File: config.mk
export PLATFORM = sky130hd
export DESIGN_NAME = axis_packet_source
export DESIGN_NICKNAME = d
export VERILOG_FILES = /design/src/rtl/axis_packet_source.sv
export SDC_FILE = /design/constraint.sdc
export NUM_CORES = 1
export LEC_CHECK = 0
export BUFFER_PORTS_ARGS = -buffer_cell sky130_fd_sc_hd__clkbuf_2
export CORE_AREA = 2 2 120 122
export DETAILED_ROUTE_END_ITERATION = 10
export DIE_AREA = 0 0 122 124
export PLACE_DENSITY = 0.81
export RECOVER_POWER = 50
export SLEW_MARGIN = 20
export SYNTH_ARGS = -nofsm -noshare
export SYNTH_HDL_FRONTEND = slang
export SYNTH_SLANG_ARGS = --single-unit
File: constraint.sdc
create_clock -name clk -period 2.6 [get_ports clk]
set_clock_uncertainty 0.1 [all_clocks]
set_input_delay 0.78 -clock clk [delete_from_list [all_inputs] [get_ports clk]]
set_output_delay 0.78 -clock clk [all_outputs]
set_load 0.005 [all_outputs]
File: src/rtl/axis_packet_source.sv
// axis_packet_source
//   AXI-Stream packet generator. Each rising edge of the (asynchronous) start
//   button emits one packet of PKT_LEN beats, followed by GAP_CYC idle cycles.
//   Each 32-bit lane of a beat carries {pkt_id[15:0], beat[15:0]}. tlast marks
//   the final beat of a packet.
// Ports
//   clk            system clock, rising edge
//   resentn        asynchronous active-low reset
//   start          push-button level, not synchronous to clk
//   tdata/tvalid/tlast/tready  AXI-Stream master interface
//   busy           high while a packet or its trailing gap is in progress
//   sevenseg       count of fully sent packets, wraps at 32 bits
//   digital_enable constant digit enable for the display
module axis_packet_source #(
  parameter int DATA_W  = 256,
  parameter int PKT_LEN = 16,
  parameter int GAP_CYC = 4
) (
  input  logic              clk,
  input  logic              resentn,
  input  logic              start,
  output logic [DATA_W-1:0] tdata,
  output logic              tvalid,
  output logic              tlast,
  input  logic              tready,
  output logic              busy,
  output logic [31:0]       sevenseg,
  output logic [7:0]        digital_enable
);

  localparam int          WORDS     = DATA_W / 32;
  localparam logic [15:0] LAST_BEAT = 16'(PKT_LEN - 1);
  // Only used when GAP_CYC > 0; with no gap the FSM never enters GAP.
  localparam logic [7:0]  GAP_LAST  = 8'(GAP_CYC - 1);
  localparam logic        ONE_BEAT  = (PKT_LEN == 1);
  localparam logic        NO_GAP    = (GAP_CYC == 0);

  typedef enum logic [1:0] {IDLE, SEND, GAP} state_t;

  state_t      state_reg;
  logic [15:0] beat_reg;
  logic [15:0] pkt_id_reg;
  logic [7:0]  gap_cnt_reg;
  logic        pending_reg;
  logic        start_meta_reg;
  logic        start_sync_reg;
  logic        start_prev_reg;
  logic        start_evt;
  logic [15:0] beat_next;

  assign digital_enable = 8'b0000_0001;
  assign start_evt      = start_sync_reg & ~start_prev_reg;
  assign beat_next      = beat_reg + 16'd1;

  // Replicate {pkt_id, beat} across every 32-bit lane of the beat.
  function automatic logic [DATA_W-1:0] beat_pattern(input logic [15:0] id,
                                                     input logic [15:0] b);
    logic [DATA_W-1:0] d;
    d = '0;
    for (int i = 0; i < WORDS; i++) d[i*32 +: 32] = {id, b};
    return d;
  endfunction

  // Two-flop synchronizer plus one history flop for rising-edge detection.
  always_ff @(posedge clk or negedge resentn) begin
    if (!resentn) begin
      start_meta_reg <= 1'b0;
      start_sync_reg <= 1'b0;
      start_prev_reg <= 1'b0;
    end else begin
      start_meta_reg <= start;
      start_sync_reg <= start_meta_reg;
      start_prev_reg <= start_sync_reg;
    end
  end

  always_ff @(posedge clk or negedge resentn) begin
    if (!resentn) begin
      state_reg   <= IDLE;
      beat_reg    <= '0;
      pkt_id_reg  <= '0;
      gap_cnt_reg <= '0;
      pending_reg <= 1'b0;
      tdata       <= '0;
      tvalid      <= 1'b0;
      tlast       <= 1'b0;
      busy        <= 1'b0;
      sevenseg    <= '0;
    end else begin
      case (state_reg)
        IDLE: begin
          // A start event arriving on this edge is absorbed by the packet
          // that begins here, so pending is simply cleared.
          if (start_evt || pending_reg) begin
            state_reg   <= SEND;
            beat_reg    <= '0;
            pending_reg <= 1'b0;
            pkt_id_reg  <= sevenseg[15:0];
            tdata       <= beat_pattern(sevenseg[15:0], 16'd0);
            tvalid      <= 1'b1;
            tlast       <= ONE_BEAT;
            busy        <= 1'b1;
          end
        end
        SEND: begin
          // Single-entry request queue; extra presses while pending are lost.
          if (start_evt) pending_reg <= 1'b1;
          // tvalid is always 1 in SEND, so tready alone marks the handshake.
          if (tready) begin
            if (beat_reg == LAST_BEAT) begin
              sevenseg    <= sevenseg + 32'd1;
              beat_reg    <= '0;
              gap_cnt_reg <= '0;
              tdata       <= '0;
              tvalid      <= 1'b0;
              tlast       <= 1'b0;
              if (NO_GAP) begin
                state_reg <= IDLE;
                busy      <= 1'b0;
              end else begin
                state_reg <= GAP;
              end
            end else begin
              beat_reg <= beat_next;
              tdata    <= beat_pattern(pkt_id_reg, beat_next);
              tlast    <= (beat_next == LAST_BEAT);
            end
          end
        end
        GAP: begin
          if (start_evt) pending_reg <= 1'b1;
          if (gap_cnt_reg == GAP_LAST) begin
            state_reg <= IDLE;
            busy      <= 1'b0;
          end else begin
            gap_cnt_reg <= gap_cnt_reg + 8'd1;
          end
        end
        default: begin
          state_reg <= IDLE;
          tvalid    <= 1'b0;
          tlast     <= 1'b0;
          busy      <= 1'b0;
        end
      endcase
    end
  end

endmodule
==> reports/results.txt <==
Rows = 43
gp weighted congestion = 0.8574
top cells by area, synth = dfrtp_1, buf_4, xnor2_1
cells on worst reg2reg path = 6
Setup-failing EPs final = 0
final setup margin = 140.2 ps
Synth Instances = 677
DP Wirelength = 11050 um
vias in the first global route = 4229
Remaining Overflow, GRT = 0
worst path required time = 2750 ps
area of the mapped netlist = 6539 sq um
final worst path period need = 2460 ps
Peak VDD IR = 0.0002786 V
Port Buffer Count = 294
Final Power = 0.003401 W
predominant post-synthesis flop cell = dfrtp_1
WL final = 15420 um
ANT cells = 0
starting density of the core = 47.66%
CTS Buf Count = 9
dpl ws = 264.1 ps
Longest Clk Path Bufs = 2
global-route wire length before repair = 22940 um
CTS clock-pin slew for the worst setup and hold paths = 70 ps
critical path arrival = 2610 ps
largest net degree at the start of global routing = 35
worst hold path class = reg2reg
number of flops mapped to enable cells by yosys = 0
failing checks = capacitance limit, slew limit
Slew headroom = -30.33%
fillers = 1263
syn_area_per_cell = 9.658 sq um
P_leak = 3.584 nW
Slew @ Worst Pin = 1955 ps
Die Area = 15130 sq um
Yosys reg bits = 97
Slew Viols, Final = 32
CTS resizes = 0
Max Cap Viol = 1
Hold WS = 249.5 ps
Worst-Skew Late Latency = 340 ps
Post-synth ARST share = 100.0%
Synth cell types = 49
hold buffers post-CTS = 0
setup TNS = 0 ps
Final Hold Fails = 0
CTS Sinks = 97
critical path capture point type = flip-flop
core area = 13720 sq um
CTS H-Tree Depth = 3
layout net count = 775
Pre-antenna DRT Iters = 5
GRT Total Usage = 19.29%
Die Wd = 122 um
fraction of layout cells with a size suffix above 1 = 38.62%
wire per inst = 16.25 um
drt via density = 5.177
sequential fraction of the synthesis area = 37.12%
Boundary Pins = 303
TritonCTS clock tree = done
Root Buffer = clkbuf_16
drt drc = 0
RSZ-0062 raised after global routing = false
Power Density = 497.2 nW/um^2
post-synth top area share = 37.12%
Iter 0 DRT Violations = 341
Chip Height = 124 um
Startpoint Class = flip-flop
count leader, synth = buf_4
status = finished, violations left
worst hold stages = 0
final antenna-violating net count = 0
routed via count = 4913
Tcrit/Tclk final = 94.61%
CP Max Fanout = 13
area delta synth->final = 4.612%
Fmax = 406.5 MHz
Commonest cells post-synth = buf_4, dfrtp_1, xnor2_1
Synth Warn # = 0
area leader, netlist = dfrtp_1
crit path kind = reg2reg
initial antenna violation count = 0
setup bufs post-CTS = 0
==> power breakdown <==
| group | leakage [nW] | internal [W] | total, W | switching [W] |
|---|---|---|---|---|
| sequential | 1.33 | 0.00154 | 0.00157 | 0.0000346 |
| combinational | 2.12 | 0.000228 | 0.000548 | 0.000320 |
| clock | 0.137 | 0.000667 | 0.00128 | 0.000613 |
| total | 3.58 | 0.00243 | 0.00340 | 0.000968 |
==> cell usage in the layout, fill, tap and decap left out, types with 3 or more instances in the layout <==
master,synthesis,routed
and3_1,25,25
xor2_1,6,6
ha_1,7,7
and2_1,4,4
buf_4,232,28
mux2_2,17,17
nand3_1,27,27
inv_1,15,15
or2_2,3,3
nand4_1,18,18
or4_1,8,8
nor2b_1,4,4
nand2b_1,3,3
nand2_1,24,24
dfrtp_1,97,97
a221o_1,17,17
clkbuf_2,0,221
and4_1,3,3
mux2i_1,3,3
clkbuf_16,0,9
a31oi_1,11,11
o31a_1,3,3
xnor2_1,30,30
nor4_4,3,3
nor4_1,4,4
o31ai_1,12,12
nor3_1,13,13
clkbuf_1,18,78
a21oi_1,8,8
conb_1,2,8
o21ai_0,17,17
nor2_1,11,11
==> metrics by stage <==
stage,utilization [%],area [sq um],cells
after floorplan,-,6561,683
after global placement,48.59,6666,933
after detailed placement,48.59,6666,933
after CTS,50.71,6957,949
after global routing,49.86,6840,949
final,49.86,6840,949
==> worst max-delay path, cell delays in order, from the launching register on <==
cell and delay, ps:
dfrtp_1 380, clkbuf_1 420, nand4_1 260, nor4_2 410, nand3_1 210, or4_1 460, o21ai_0 120
==> cells by family after synthesis <==
group | after synthesis | synth area share [%]
buffers and inverters | 274 | 29.51
AND/OR/NAND/NOR | 158 | 14.54
flip-flops | 97 | 37.12
AO/OA/AOI/OAI | 83 | 9.166
XOR/XNOR | 36 | 4.822
multiplexers | 20 | 3.387
adder cells (fa/ha/maj) | 7 | 1.339
other | 2 | 0.1149
==> per-layer routing <==
metal  up-vias  part of all wire, %  track usage, %
met5         -                    0               0
met4         0                  1.4           7.040
met3        18                  5.6           2.747
met2       245                   50           31.18
met1      2375                   43           26.47
li1       2275                    -               -
==> area by class of cell <==
class                      count  area [sq um]  area share [%]
clock buffer                   9         225.2           3.292
tap                          180         225.2           3.292
timing repair buffer         329          1633           23.87
inverter                      15         56.30          0.8231
multi-input combinational    312          2208           32.28
clock inverter                 7         65.06          0.9512
sequential                    97          2427           35.49
==> path summary, 6_finish.rpt <==
kind                                start  slack [ps]             end
setup / recovery               tdata[230]         140      tdata[239]
hold / removal             start_meta_reg         250  start_sync_reg
setup reg to reg               tdata[230]         140      tdata[239]
hold reg to reg            start_meta_reg         250  start_sync_reg
max in group asynchronous         resentn         390      tdata[245]
min in group asynchronous         resentn         880      tdata[236]
(Power assumes the default switching activity.)
